### config.mk
export PLATFORM = sky130hd
export DESIGN_NAME = prog_loader
export DESIGN_NICKNAME = d
export VERILOG_FILES = /design/src/rtl/loader_pkg.sv /design/src/rtl/prog_loader_byte_packer.sv /design/src/rtl/prog_loader.sv
export SDC_FILE = /design/constraint.sdc
export NUM_CORES = 1
export LEC_CHECK = 0
export CORE_MARGIN = 4
export CORE_UTILIZATION = 59
export CTS_CLUSTER_DIAMETER = 120
export CTS_CLUSTER_SIZE = 16
export DETAILED_ROUTE_END_ITERATION = 7
export HOLD_SLACK_MARGIN = 0.08
export PLACE_DENSITY = 0.85
export SLEW_MARGIN = 5
export SYNTH_ARGS = -nofsm -noshare
export SYNTH_HDL_FRONTEND = slang
export SYNTH_SLANG_ARGS = --single-unit
### constraint.sdc
create_clock -name clk -period 3.5 [get_ports clk]
set_input_delay 0.35 -clock clk [delete_from_list [all_inputs] [get_ports clk]]
set_output_delay 0.35 -clock clk [all_outputs]
set_load 0.02 [all_outputs]
### src/rtl/loader_pkg.sv
// ---------------------------------------------------------------------------
// loader_pkg
// Shared definitions for the boot-time program loader.
//   loader_state_t     : loader FSM states
//   SYNC_BYTE_DEFAULT  : frame start marker
//   LEN_W              : width of the frame length field (words)
//   length_ok()        : true when a frame length can be loaded into memory
// ---------------------------------------------------------------------------
package loader_pkg;

  typedef enum logic [2:0] {
    IDLE,
    LEN_LO,
    LEN_HI,
    DATA,
    CHK,
    DONE,
    ERROR
  } loader_state_t;

  localparam logic [7:0] SYNC_BYTE_DEFAULT = 8'hA5;
  localparam int         LEN_W             = 16;

  // A frame must carry at least one word and must fit in instruction memory.
  function automatic logic length_ok(input logic [LEN_W-1:0] len, input int num_words);
    return (len != '0) && (int'(len) <= num_words);
  endfunction

endpackage

### src/rtl/prog_loader_byte_packer.sv
// ---------------------------------------------------------------------------
// byte_packer
// Collects bytes into little-endian 32-bit words (first byte -> bits[7:0]).
// Ports:
//   clk, rst    : clock, synchronous active-high reset
//   clear       : restart packing at byte 0 of a new word
//   byte_valid  : byte_data is consumed this cycle
//   byte_data   : incoming byte
//   word_valid  : combinational pulse while the 4th byte of a word is presented
//   word_data   : the completed word, valid together with word_valid
// ---------------------------------------------------------------------------
module byte_packer (
  input  logic        clk,
  input  logic        rst,
  input  logic        clear,
  input  logic        byte_valid,
  input  logic [7:0]  byte_data,
  output logic        word_valid,
  output logic [31:0] word_data
);

  logic [23:0] shift_q;
  logic [1:0]  cnt_q;

  // Bytes enter at the top and move down, so after three bytes the oldest
  // one sits in bits[7:0]; the 2-bit counter wraps naturally every word.
  always_ff @(posedge clk) begin
    if (rst || clear) begin
      shift_q <= '0;
      cnt_q   <= '0;
    end else if (byte_valid) begin
      shift_q <= {byte_data, shift_q[23:8]};
      cnt_q   <= cnt_q + 2'd1;
    end
  end

  // The 4th byte completes the word directly, without waiting for a register
  // stage, so the loader can register the write one cycle later.
  always_comb begin
    word_valid = byte_valid && (cnt_q == 2'd3);
    word_data  = {byte_data, shift_q};
  end

endmodule

### src/rtl/prog_loader.sv
// ---------------------------------------------------------------------------
// prog_loader
// Boot-time program loader: frames a byte stream (SYNC, LEN_LO, LEN_HI, then
// 4*N little-endian data bytes), writes the packed words into instruction
// memory and holds the CPU core in reset until a complete image is loaded.
// Optional feature macro: LOADER_CHECKSUM_EN -- when defined, one extra byte
// equal to the XOR of all data bytes must follow the payload.
// Ports:
//   clk, rst     : clock, synchronous active-high reset
//   rx_valid     : byte available on rx_data
//   rx_data      : incoming byte
//   rx_ready     : loader accepts bytes (always 1 out of reset)
//   imem_we      : one-cycle write strobe per word
//   imem_addr    : word address being written
//   imem_wdata   : word being written
//   core_rst     : 1 holds the CPU core in reset
//   busy         : frame in progress
//   done         : last frame loaded successfully
//   error        : last frame rejected
// ---------------------------------------------------------------------------
module prog_loader
  import loader_pkg::*;
#(
  parameter int         WORD_SIZE = 32,
  parameter int         NUM_WORDS = 1024,
  parameter int         ADDR_SIZE = $clog2(NUM_WORDS),
  parameter logic [7:0] SYNC_BYTE = SYNC_BYTE_DEFAULT
) (
  input  logic                 clk,
  input  logic                 rst,
  input  logic                 rx_valid,
  input  logic [7:0]           rx_data,
  output logic                 rx_ready,
  output logic                 imem_we,
  output logic [ADDR_SIZE-1:0] imem_addr,
  output logic [WORD_SIZE-1:0] imem_wdata,
  output logic                 core_rst,
  output logic                 busy,
  output logic                 done,
  output logic                 error
);

  loader_state_t state_q, state_d;

  logic             accept;
  logic [7:0]       len_lo_q;
  logic [LEN_W-1:0] len_q;
  logic [LEN_W-1:0] full_len;
  logic [ADDR_SIZE:0] word_idx_q;
  logic             pk_valid;
  logic             pk_clear;
  logic             word_valid;
  logic [31:0]      word_data;
  logic             last_word;
`ifdef LOADER_CHECKSUM_EN
  logic [7:0]       csum_q;
`endif

  // A handshake happens on every presented byte once out of reset; all FSM
  // progress and data capture key off this single strobe.
  always_comb begin
    accept    = rx_valid && rx_ready;
    full_len  = {rx_data, len_lo_q};
    pk_valid  = accept && (state_q == DATA);
    pk_clear  = accept && (state_q == LEN_HI);
    last_word = word_valid && ((LEN_W'(word_idx_q) + LEN_W'(1)) == len_q);
  end

  byte_packer u_packer (
    .clk        (clk),
    .rst        (rst),
    .clear      (pk_clear),
    .byte_valid (pk_valid),
    .byte_data  (rx_data),
    .word_valid (word_valid),
    .word_data  (word_data)
  );

  // FSM state register.
  always_ff @(posedge clk) begin
    if (rst) begin
      state_q <= IDLE;
    end else begin
      state_q <= state_d;
    end
  end

  // Next-state logic. The FSM only moves on an accepted byte; a sync byte
  // inside the header or payload is ordinary data, so only the resting
  // states look for it.
  always_comb begin
    state_d = state_q;
    if (accept) begin
      unique case (state_q)
        IDLE, DONE, ERROR: begin
          if (rx_data == SYNC_BYTE) begin
            state_d = LEN_LO;
          end
        end
        LEN_LO: state_d = LEN_HI;
        LEN_HI: state_d = length_ok(full_len, NUM_WORDS) ? DATA : ERROR;
        DATA: begin
          if (last_word) begin
`ifdef LOADER_CHECKSUM_EN
            state_d = CHK;
`else
            state_d = DONE;
`endif
          end
        end
`ifdef LOADER_CHECKSUM_EN
        CHK: state_d = (rx_data == csum_q) ? DONE : ERROR;
`endif
        default: state_d = IDLE;
      endcase
    end
  end

  // Status outputs are a plain decode of the state register, so done and
  // the core_rst release appear the cycle after DONE is entered.
  always_comb begin
    busy     = 1'b0;
    done     = 1'b0;
    error    = 1'b0;
    core_rst = 1'b1;
    unique case (state_q)
      LEN_LO, LEN_HI, DATA, CHK: busy = 1'b1;
      DONE: begin
        done     = 1'b1;
        core_rst = 1'b0;
      end
      ERROR:   error = 1'b1;
      default: ;
    endcase
  end

  // Datapath: length capture, word index and the registered memory write.
  // The write is registered so imem_we lands one cycle after the 4th byte;
  // address and data hold their last values between writes.
  always_ff @(posedge clk) begin
    if (rst) begin
      rx_ready   <= 1'b0;
      imem_we    <= 1'b0;
      imem_addr  <= '0;
      imem_wdata <= '0;
      len_lo_q   <= '0;
      len_q      <= '0;
      word_idx_q <= '0;
    end else begin
      rx_ready <= 1'b1;
      imem_we  <= word_valid;
      if (word_valid) begin
        imem_addr  <= word_idx_q[ADDR_SIZE-1:0];
        imem_wdata <= WORD_SIZE'(word_data);
        word_idx_q <= word_idx_q + 1'b1;
      end
      if (accept && (state_q == LEN_LO)) begin
        len_lo_q <= rx_data;
      end
      if (pk_clear) begin
        len_q      <= full_len;
        word_idx_q <= '0;
      end
    end
  end

`ifdef LOADER_CHECKSUM_EN
  // Running XOR of every payload byte, restarted with each new length.
  always_ff @(posedge clk) begin
    if (rst) begin
      csum_q <= '0;
    end else if (pk_clear) begin
      csum_q <= '0;
    end else if (pk_valid) begin
      csum_q <= csum_q ^ rx_data;
    end
  end
`endif

endmodule

==> key figures, run 1 <==
Detailed routing
  • Total number of vias: 3,824
  • DRC viols: 0
  • Post-route ant nets: 0
  • WL/cell: 14.3 um
  • DR pass1 iterations: 5
  • Final WL: 9870 um
  • Initial drt markers: 208
  • Via density: 5.55

Synth
  • Syn Inst Count: 548
  • Yosys warns: 0
  • Main synth FF type: dfxtp_1
  • Synth async-reset ratio: 0
  • Ranking of synthesized cells by area: dfxtp_1 49%, nand2_1 14%, a21oi_1 9.9%
  • Post-synthesis simple-gate area fraction: 0.230
  • Area of the mapped netlist: 4390 um2
  • Synth Area in Adders: 0.00569
  • Multiplexer area fraction after synthesis: 0.0182
  • Post-synth EDFFs: 0
  • Synth unique cells: 45
  • Compound-gate portion of the synthesized area: 0.151
  • XOR/XNOR Fraction of Synth Area: 0.0558
  • Post-synth top area cell: dfxtp_1
  • Register bit total from synthesis: 108
  • Most frequent cells after synthesis: 163 x nand2_1, 108 x dfxtp_1, 87 x a21oi_1, 30 x nor2_1, 21 x o21ai_0
  • Synth top area share: 0.492
  • Mapped Avg Cell Area: 8.02 um2
  • Sequential share of the synthesized area: 0.492
  • Most frequent cell after synthesis: nand2_1
  • Post-synthesis net count: 561
  • Largest family of logic cells by synthesized area: simple AND/OR/NAND/NOR gates

Clocking
  • Reg clk slew, reported paths: 0.11 ns
  • CTS Buffer Depth: 2
  • Max H-tree Level: 3
  • Hold_buf cts: 0
  • Total CTS buffers: 9
  • Clk root buf: clkbuf_8
  • Post_cts resized: 0
  • CTS Sinks: 108
  • Post-CTS Setup Inserts: 0
  • Worst-Skew Late Latency: 0.37 ns
  • CTS tree: yes

Timing
  • Fin crit share: 0.721
  • RSZ-0062 raised after global routing: no
  • Final Setup Violations: 0
  • Fin Setup TNS: 0 ns
  • Hold Vio Cnt, Final: 0
  • Min cycle time layout: 2.52 ns
  • Slew Limit Headroom: 0.376
  • Max Slew Vio Count: 0
  • Slew @ Worst Pin: 0.935 ns
  • Clock Skews: 0.00830 ns
  • Fmax: 396 MHz

Power
  • Cell internal pwr: 1.52 mW
  • Lkg Pwr: 1.68 nW
  • Clock power share: 0.360
  • Pwr dens: 388 nW/um2
  • Logic pwr share: 0.026
  • Sequential power share: 0.614
  • Sw frac: 0.240
  • Maximum VDD drop: 0.222 mV
  • Sw Pwr: 0.480 mW

Die
  • Core area: 7250 um2
  • DIE HEIGHT: 94.3 um
  • Die width: 94.3 um
  • Row count: 31
  • Initial Util: 0.606
  • Area of the die: 8890 um2
  • I/O pin total: 59

Layout
  • FILL cells: 589
  • Layout cells sized above 1: 0.0593
  • Multi-input logic area: 2030 um2
  • Area Overhead vs Synth: 17.4%
  • Final core occ: 0.711
  • Layout Nets: 598
  • Diodes inserted: 0
  • Area occupied by registers: 2160 um2

Min path
  • Worst hold path startpoint: u_packer.shift_q[3]$_SDFFE_PP0P_
  • Hold Path Class: flop to flop

Placement
  • Number of I/O port buffers: 58
  • Final Wtd Congestion: 0.900
  • Final HPWL DP: 6580 um

Global routing
  • First-pass GRT wire length: 16,600 um
  • Largest net degree at the start of global routing: 51
  • All-Layer GR Usage: 0.232
  • Initial antenna violation count: 0
  • Total grt overflow: 0
  • Vias in the first global route: 3,514

Outcome
  • Status: completed

Worst setup path
  • Slowest-stage cell, CP: clkdlybuf4s50_1
  • Crit Path Max Fanout: 12
  • Critical path, cell by cell: nor2_1, xnor2_1, clkdlybuf4s50_1
  • WP data arrival: 2.17 ns
  • Worst path required time: 3.15 ns
  • Critical R2R Launch: state_q[1]$_SDFFE_PP0P_
  • Crit path launch type: flop
  • CP Class: flop to output port
  • Worst setup startpoint: state_q[1]$_SDFFE_PP0P_
  • Worst path max stage delay: 0.68 ns
  • CP endpoint kind: output port

Run
  • MaxCap Viol Count: 0
-- per-stage QoR --
stage	hold WS (ns)	power [mW]	instances	setup WS [ns]	instance area (um2)
final	0.457	2.00	689	0.976	5160
after detailed placement	0.446	1.31	673	0.994	4970
after CTS	0.456	2.01	689	1.02	5160
after global placement	0.443	1.31	673	1.04	4970
after floorplan	0.432	1.28	548	1.66	4390
after global routing	0.475	2.07	689	0.916	5160
-- power groups by stage --
stage	Clock, mW	Sequential (mW)	Combinational, mW
2_1_floorplan	0	1.26	0.0235
3_3_place_gp	0	1.26	0.0501
3_5_place_dp	0	1.26	0.0504
4_1_cts	0.730	1.23	0.0509
5_1_grt	0.787	1.23	0.0550
6_report	0.721	1.23	0.0520
-- layout make-up --
type,count,share of cell area
Multi-Input combinational cell,393,0.393
Clock buffer,9,0.0240
Tap cell,99,0.0240
Sequential cell,108,0.419
Timing Repair Buffer,65,0.122
Clock inverter,7,0.0126
Inverter,8,0.00582
-- layout by cell type, fill, tap and decap left out, drive strengths merged, types with 2 or more instances in the layout --
master         instances
nand2                163
dfxtp                108
a21oi                 88
clkdlybuf4s50         57
nor2                  32
o21ai                 22
xnor2                 18
inv                   12
xor2                  10
clkbuf                 9
nand3                  9
mux2i                  8
buf                    8
nor3                   7
nand4                  4
nor4                   4
nand3b                 3
clkinv                 3
and3                   2
or4                    2
o32ai                  2
nor3b                  2
ha                     2
-- final timing paths --
path	end	depth (start not counted)	slack [ns]
setup / recovery	busy	3	0.98
hold / removal	imem_wdata[3]$_SDFFE_PP0P_	2	0.46
setup reg to reg	word_idx_q[10]$_SDFFE_PP0P_	6	1.26
hold reg to reg	imem_wdata[3]$_SDFFE_PP0P_	2	0.46
-- flip-flops by register name, indices dropped and copies added, names as in the netlist --
| name | flops |
|---|---|
| word_idx_q | 11 |
| len_lo_q | 8 |
| imem_addr | 10 |
| len_q | 16 |
| rx_ready | 1 |
| imem_wdata | 32 |
| state_q | 3 |
| imem_we | 1 |
| u_packer.shift_q | 24 |
| u_packer.cnt_q | 2 |
-- critical path: cells and delay by family, from the launching register on --
kind / cells / cell delay (ns)
buffers and inverters: 1 / 0.68
xor gates and xnor gates: 1 / 0.36
DFF: 1 / 0.63
and+or+nand+nor: 1 / 0.14
-- logic make-up after synthesis --
logic type	Yosys count
muxes	8
DFF	108
and+or+nand+nor	233
AOI/OAI and AO/OA	122
xor gates and xnor gates	28
buffers and inverters	47
adders and majority gates	2
-- routing by layer --
| metal | wire length [um] | up-vias | GRT usage |
|---|---|---|---|
| met5 | 0 | - | 0 |
| met4 | 117 | 0 | 0.0722 |
| met3 | 638 | 13 | 0.0433 |
| met2 | 4720 | 117 | 0.378 |
| met1 | 4390 | 1806 | 0.314 |
| li1 | - | 1888 | - |
No activity file was read; power rests on OpenSTA's default activity.
==> inputs of run 2 (changes only) <==
Settings changed: CORE_UTILIZATION 59 to 54, PLACE_DENSITY 0.85 to 0.79.
Clock period 3.5 ns to 2.4 ns, I/O delays scaled along.
==> key figures, run 2 (synthesis gave the netlist of run 1 again) <==
Outcome
  • Status: completed

Die
  • Core area: 7810 um2 (+7.6%)
  • I/O pin total: 59 (unchanged)
  • Area of the die: 9640 um2 (+8.5%)
  • DIE HEIGHT: 98.2 um (+4.1%)
  • Row count: 32 (+3.2%)
  • Initial Util: 0.563 (-0.0430)
  • Die width: 98.2 um (+4.1%)

Worst setup path
  • Critical R2R Launch: word_idx_q[1]$_SDFFE_PP0P_
  • CP endpoint kind: output port
  • Reg2reg path depth: 7 (+1)
  • Crit path launch type: flop
  • Worst reg2reg setup slack: 0.33 ns (-0.93 ns)
  • Reg2Reg Capture Point: state_q[2]$_SDFFE_PP0P_
  • Worst path required time: 2.16 ns (-0.99 ns)
  • Crit Path Max Fanout: 12 (unchanged)
  • WP data arrival: 2.08 ns (-0.09 ns)
  • CP Class: flop to output port

Timing
  • Max Slew Vio Count: 0 (unchanged)
  • Slew Limit Headroom: 0.527 (+0.151)
  • Fmax: 431 MHz
  • Clock Skews: 0.0163 ns (+0.00801 ns)
  • Min cycle time layout: 2.32 ns
  • RSZ-0062 raised after global routing: no
  • Fin crit share: 0.967
  • Final Setup Violations: 0 (unchanged)
  • Hold Vio Cnt, Final: 0 (unchanged)
  • Slew @ Worst Pin: 0.709 ns (-0.226 ns)
  • Fin Setup TNS: 0 ns (unchanged)

Clocking
  • CTS Sinks: 108 (unchanged)
  • Max H-tree Level: 3 (unchanged)
  • Post-CTS Setup Inserts: 0 (unchanged)
  • Worst-Skew Late Latency: 0.37 ns (about the same)
  • Total CTS buffers: 9 (unchanged)
  • Clk root buf: clkbuf_8
  • Hold_buf cts: 0 (unchanged)
  • Post_cts resized: 0 (unchanged)
  • CTS tree: yes
  • Reg clk slew, reported paths: 0.10 ns (about the same)
  • CTS Buffer Depth: 2 (unchanged)

Power
  • Lkg Pwr: 1.74 nW (+3.9%)
  • Maximum VDD drop: 0.344 mV (+55%)
  • Final Power: 2.92 mW (+46%)
  • Pwr dens: 554 nW/um2 (+43%)

Min path
  • Worst hold path startpoint: rst
  • Hold Crit Depth: 2 (unchanged)
  • Hold Path Class: input pin to flop
  • Hold path endpoint: rx_ready$_DFF_P_

Detailed routing
  • Initial drt markers: 244 (+17%)
  • Via density: 5.51 (-0.79%)
  • Total number of vias: 3,893 (+1.8%)
  • Post-route ant nets: 0 (unchanged)
  • DR pass1 iterations: 7 (+2)
  • DRC viols: 0 (unchanged)
  • Final WL: 10,200 um (+3.0%)
  • WL/cell: 14.4 um (+0.36%)

Global routing
  • First-pass GRT wire length: 16,600 um (+0.13%)
  • All-Layer GR Usage: 0.208 (-0.0239)
  • Total grt overflow: 0 (unchanged)
  • GR Util met3: 0.0371 (-0.00613)
  • Gr busiest metal: met2
  • Largest net degree at the start of global routing: 71 (+39%)
  • Met2 usage: 0.322 (-0.0557)
  • Initial antenna violation count: 0 (unchanged)
  • Vias in the first global route: 3,525 (+0.31%)
  • Met1 usage: 0.290 (-0.0238)

Layout
  • Most frequent cells in the layout: 163 x nand2_1, 108 x dfxtp_1, 87 x a21oi_1, 57 x clkdlybuf4s50_1, 30 x nor2_1
  • Max reg flops: 32 (unchanged)
  • Largest registers: imem_wdata (32), u_packer.shift_q (24), len_q (16)
  • Diodes inserted: 0 (unchanged)
  • Layout cells sized above 1: 0.0793 (+0.0200)
  • Layout Nets: 613 (+2.5%)
  • Commonest non-fill, non-tap cell in the layout: nand2_1
  • Top reg by flops: imem_wdata
  • Area Overhead vs Synth: 20.0%

Run
  • MaxCap Viol Count: 0 (unchanged)

Placement
  • Final Wtd Congestion: 0.946 (+5.1%)
  • Number of I/O port buffers: 58 (unchanged)
  • Final HPWL DP: 7050 um (+7.2%)
-- run 2: cell types whose count changed in the layout (fill, tap and decap cells not counted), sizes merged --
cell / previous run / this run
buf: 8 / 23
clkbuf: 9 / 10
clkinv: 3 / 2
clkinvlp: 0 / 1
inv: 12 / 11
-- run 2: layout make-up --
class / count / area, um2
Clock buffer: 10 / 128
Clock inverter: 6 / 58.8
Fill cell: 648 / 2530
Inverter: 8 / 30.0
Multi-Input combinational cell: 393 / 2030
Sequential cell: 108 / 2160
Tap cell: 102 / 128
Timing Repair Buffer: 80 / 741
-- run 2: worst max path at each step --
stage	start	end	slack, ns	depth (start not counted)
CTS	state_q[1]$_SDFFE_PP0P_	busy	0.1	3
floorplan	word_idx_q[0]$_SDFFE_PP0P_	state_q[2]$_SDFFE_PP0P_	0.56	7
finish	state_q[1]$_SDFFE_PP0P_	busy	0.08	3
global placement	rx_data[3]	state_q[1]$_SDFFE_PP0P_	0.26	7
global route	state_q[1]$_SDFFE_PP0P_	busy	0.05	3
detailed placement	rx_data[3]	state_q[1]$_SDFFE_PP0P_	0.22	7
-- run 2: critical path: stages (launching register included) --
cell and delay [ns]:
dfxtp_1 0.62, nor2_1 0.14, xnor2_1 0.30, clkdlybuf4s50_1 0.67
-- run 2: stage by stage --
step                instances  instance area [um2]  setup WS [ns]   util  hold WS [ns]
finish                    707                 5270         0.0798  0.675        0.0996
global route              707                 5270         0.0485  0.675        0.0888
CTS                       707                 5270         0.0983  0.675        0.0844
detailed placement        691                 5090          0.218  0.651         0.446
global placement          691                 5090          0.263  0.651         0.443
floorplan                 548                 4390          0.561      -         0.376
-- run 2: report_power, final --
| part | switching [mW] | internal, mW | total [mW] | leakage (nW) |
|---|---|---|---|---|
| logic | 0.0517 | 0.0295 | 0.0812 | 0.781 |
| registers | 0.00147 | 1.79 | 1.79 | 0.870 |
| clock network | 0.648 | 0.400 | 1.05 | 0.0906 |
| total | 0.702 | 2.22 | 2.92 | 1.74 |
-- run 2: layer usage --
metal / share of wire / vias to the layer above
li1: - / 1919
met1: 0.46 / 1813
met2: 0.45 / 146
met3: 0.066 / 15
met4: 0.017 / 0
met5: 0 / -
==> inputs of run 3 (changes only) <==
==> constraint.sdc (replaced) <==
create_clock -name clk -period 2.4 [get_ports clk]
set_input_delay 0.48 -clock clk [delete_from_list [all_inputs] [get_ports clk]]
set_output_delay 0.48 -clock clk [all_outputs]
set_load 0.02 [all_outputs]
==> key figures, run 3 (synthesis gave the netlist of run 1 again) <==
Worst setup path
  • CP endpoint kind: output port
  • Reg2reg path depth: 7 (unchanged)
  • Reg2Reg Capture Point: state_q[2]$_SDFFE_PP0P_
  • Critical path, cell by cell: xnor2_1, clkdlybuf4s50_1
  • WP data arrival: 1.85 ns (-0.23 ns)
  • CP Class: flop to output port
  • Critical R2R Launch: word_idx_q[1]$_SDFFE_PP0P_
  • Worst path max stage delay: 0.69 ns (+0.02 ns)
  • Worst path required time: 1.92 ns (-0.24 ns)
  • Slowest-stage cell, CP: clkdlybuf4s50_1
  • Worst reg2reg setup slack: 0.25 ns (-0.08 ns)
  • Crit path launch type: flop
  • Crit Path Max Fanout: 8 (-4)

Timing
  • Fmax: 430 MHz (-0.31%)
  • Fin Setup TNS: 0 ns (unchanged)
  • RSZ-0062 raised after global routing: no
  • Clock Skews: 0.0143 ns (-0.00203 ns)
  • Slew Limit Headroom: 0.715 (+0.188)
  • Max Slew Vio Count: 0 (unchanged)
  • Worst setup margin: 0.0726 ns (-0.00715 ns)
  • Fin crit share: 0.970 (+0.00298)
  • Min cycle time layout: 2.33 ns (+0.00715 ns)
  • Slew @ Worst Pin: 0.416 ns (-0.293 ns)
  • Final Setup Violations: 0 (unchanged)
  • Hold Vio Cnt, Final: 0 (unchanged)

Clocking
  • CTS Buffer Depth: 2 (unchanged)
  • Reg clk slew, reported paths: 0.10 ns (about the same)
  • Max H-tree Level: 3 (unchanged)
  • CTS tree: yes
  • Worst-Skew Late Latency: 0.37 ns (about the same)
  • Total CTS buffers: 9 (unchanged)
  • Hold_buf cts: 0 (unchanged)
  • CTS Sinks: 108 (unchanged)
  • Clk root buf: clkbuf_8

Placement
  • Final Wtd Congestion: 0.923 (-2.4%)
  • Number of I/O port buffers: 58 (unchanged)
  • Place WS: 0.00105 ns (-0.217 ns)
  • Inst Count DP: 690 (-0.14%)
  • Final HPWL DP: 6850 um (-2.9%)

Layout
  • Area occupied by registers: 2160 um2 (unchanged)
  • Largest registers: imem_wdata (32), u_packer.shift_q (24), len_q (16)
  • Layout cells sized above 1: 0.0795 (+0.000131)
  • Commonest non-fill, non-tap cell in the layout: nand2_1
  • Area Overhead vs Synth: 21.1%
  • Most frequent cells in the layout: 163 x nand2_1, 108 x dfxtp_1, 87 x a21oi_1, 56 x clkdlybuf4s50_1, 30 x nor2_1
  • Final core occ: 0.681 (+0.00609)
  • FILL cells: 648 (unchanged)
  • Max reg flops: 32 (unchanged)
  • Fin cells: 706 (-0.14%)
  • Multi-input logic area: 2030 um2 (unchanged)
  • Top reg by flops: imem_wdata
  • Layout Nets: 612 (-0.16%)
  • Diodes inserted: 0 (unchanged)

Detailed routing
  • DRC viols: 0 (unchanged)
  • Via density: 5.49 (-0.35%)
  • Total number of vias: 3,874 (-0.49%)
  • DR pass1 iterations: 5 (-2)
  • WL/cell: 14.3 um (-0.65%)
  • Final WL: 10,100 um (-0.79%)
  • Post-route ant nets: 0 (unchanged)
  • Initial drt markers: 278 (+14%)

Power
  • Maximum VDD drop: 0.340 mV (-1.2%)
  • Pwr dens: 554 nW/um2 (-0.12%)
  • Lkg Pwr: 1.76 nW (+1.3%)

Die
  • I/O pin total: 59 (unchanged)
  • Row count: 32 (unchanged)
  • Die width: 98.2 um (unchanged)
  • Initial Util: 0.563 (unchanged)
  • DIE HEIGHT: 98.2 um (unchanged)
  • Area of the die: 9640 um2 (unchanged)
  • Core area: 7810 um2 (unchanged)

Global routing
  • First-pass GRT wire length: 16,900 um (+2.0%)
  • Largest net degree at the start of global routing: 71 (unchanged)
  • Vias in the first global route: 3,596 (+2.0%)
  • Total grt overflow: 0 (unchanged)
  • All-Layer GR Usage: 0.211 (+0.00267)
  • Initial antenna violation count: 0 (unchanged)

Min path
  • Hold Crit Depth: 2 (unchanged)
  • Worst hold path startpoint: rst
  • Hold Path Class: input pin to flop
  • Hold path endpoint: rx_ready$_DFF_P_

Outcome
  • Status: completed

Run
  • MaxCap Viol Count: 0 (unchanged)
==> run 3: cell types whose count changed in the layout (fill, tap and decap cells not counted), moves of 2 or more <==
cell and delta:
buf_12 +4, inv_6 -2, buf_4 -6, inv_8 +3
==> run 3: critical path: cells and delay by family (launching register included) <==
kind                      cells  cell delay [ns]
buffers and inverters         1             0.69
xor gates and xnor gates      1             0.40
DFF                           1             0.39
==> run 3: repair_timing <==
action | 4_1_cts | 5_1_grt
endpoints found under the setup margin | 1 | 1
setup buffers | 0 | 0
gates resized for setup | 1 | 1
==> run 3: power by group <==
part,internal [mW],switching (mW)
registers,1.79,0.00131
clock network,0.405,0.657
logic,0.0352,0.0551
total,2.23,0.714
==> run 3: metrics by stage <==
step	cell area [um2]	hold slack [ns]	total power [mW]
final	5320	0.391	2.95
after global routing	5320	0.384	3.04
after CTS	5320	0.374	2.96
after detailed placement	5130	0.446	1.92
after global placement	5130	0.442	1.92
after floorplan	4390	0.432	1.87
==> run 3: area by class of cell <==
| type | instances | area share |
|---|---|---|
| clock inverters | 7 | 0.0122 |
| clock buffers | 9 | 0.0233 |
| inverters | 8 | 0.00564 |
| well taps | 102 | 0.0240 |
| multi-input cells | 393 | 0.381 |
| flip-flops and latches | 108 | 0.406 |
| repair buffers | 79 | 0.148 |
==> run 3: worst max-delay path by stage <==
stage / startpoint / end / slack, ns
floorplan: word_idx_q[0]$_SDFFE_PP0P_ / state_q[2]$_SDFFE_PP0P_ / 0.56
global placement: rx_data[0] / state_q[0]$_SDFFE_PP0P_ / 0.04
global route: state_q[2]$_SDFFE_PP0P_ / busy / 0.04
CTS: state_q[0]$_SDFFE_PP0P_ / done / 0.06
detailed placement: rx_data[3] / state_q[1]$_SDFFE_PP0P_ / 0.001
finish: state_q[2]$_SDFFE_PP0P_ / busy / 0.07
==> run 3: per-layer routing <==
metal	up-vias	part of all wire	track usage
met5	-	0	0
met4	0	0.013	0.0735
met3	13	0.055	0.0400
met2	122	0.47	0.348
met1	1814	0.46	0.278
li1	1925	-	-
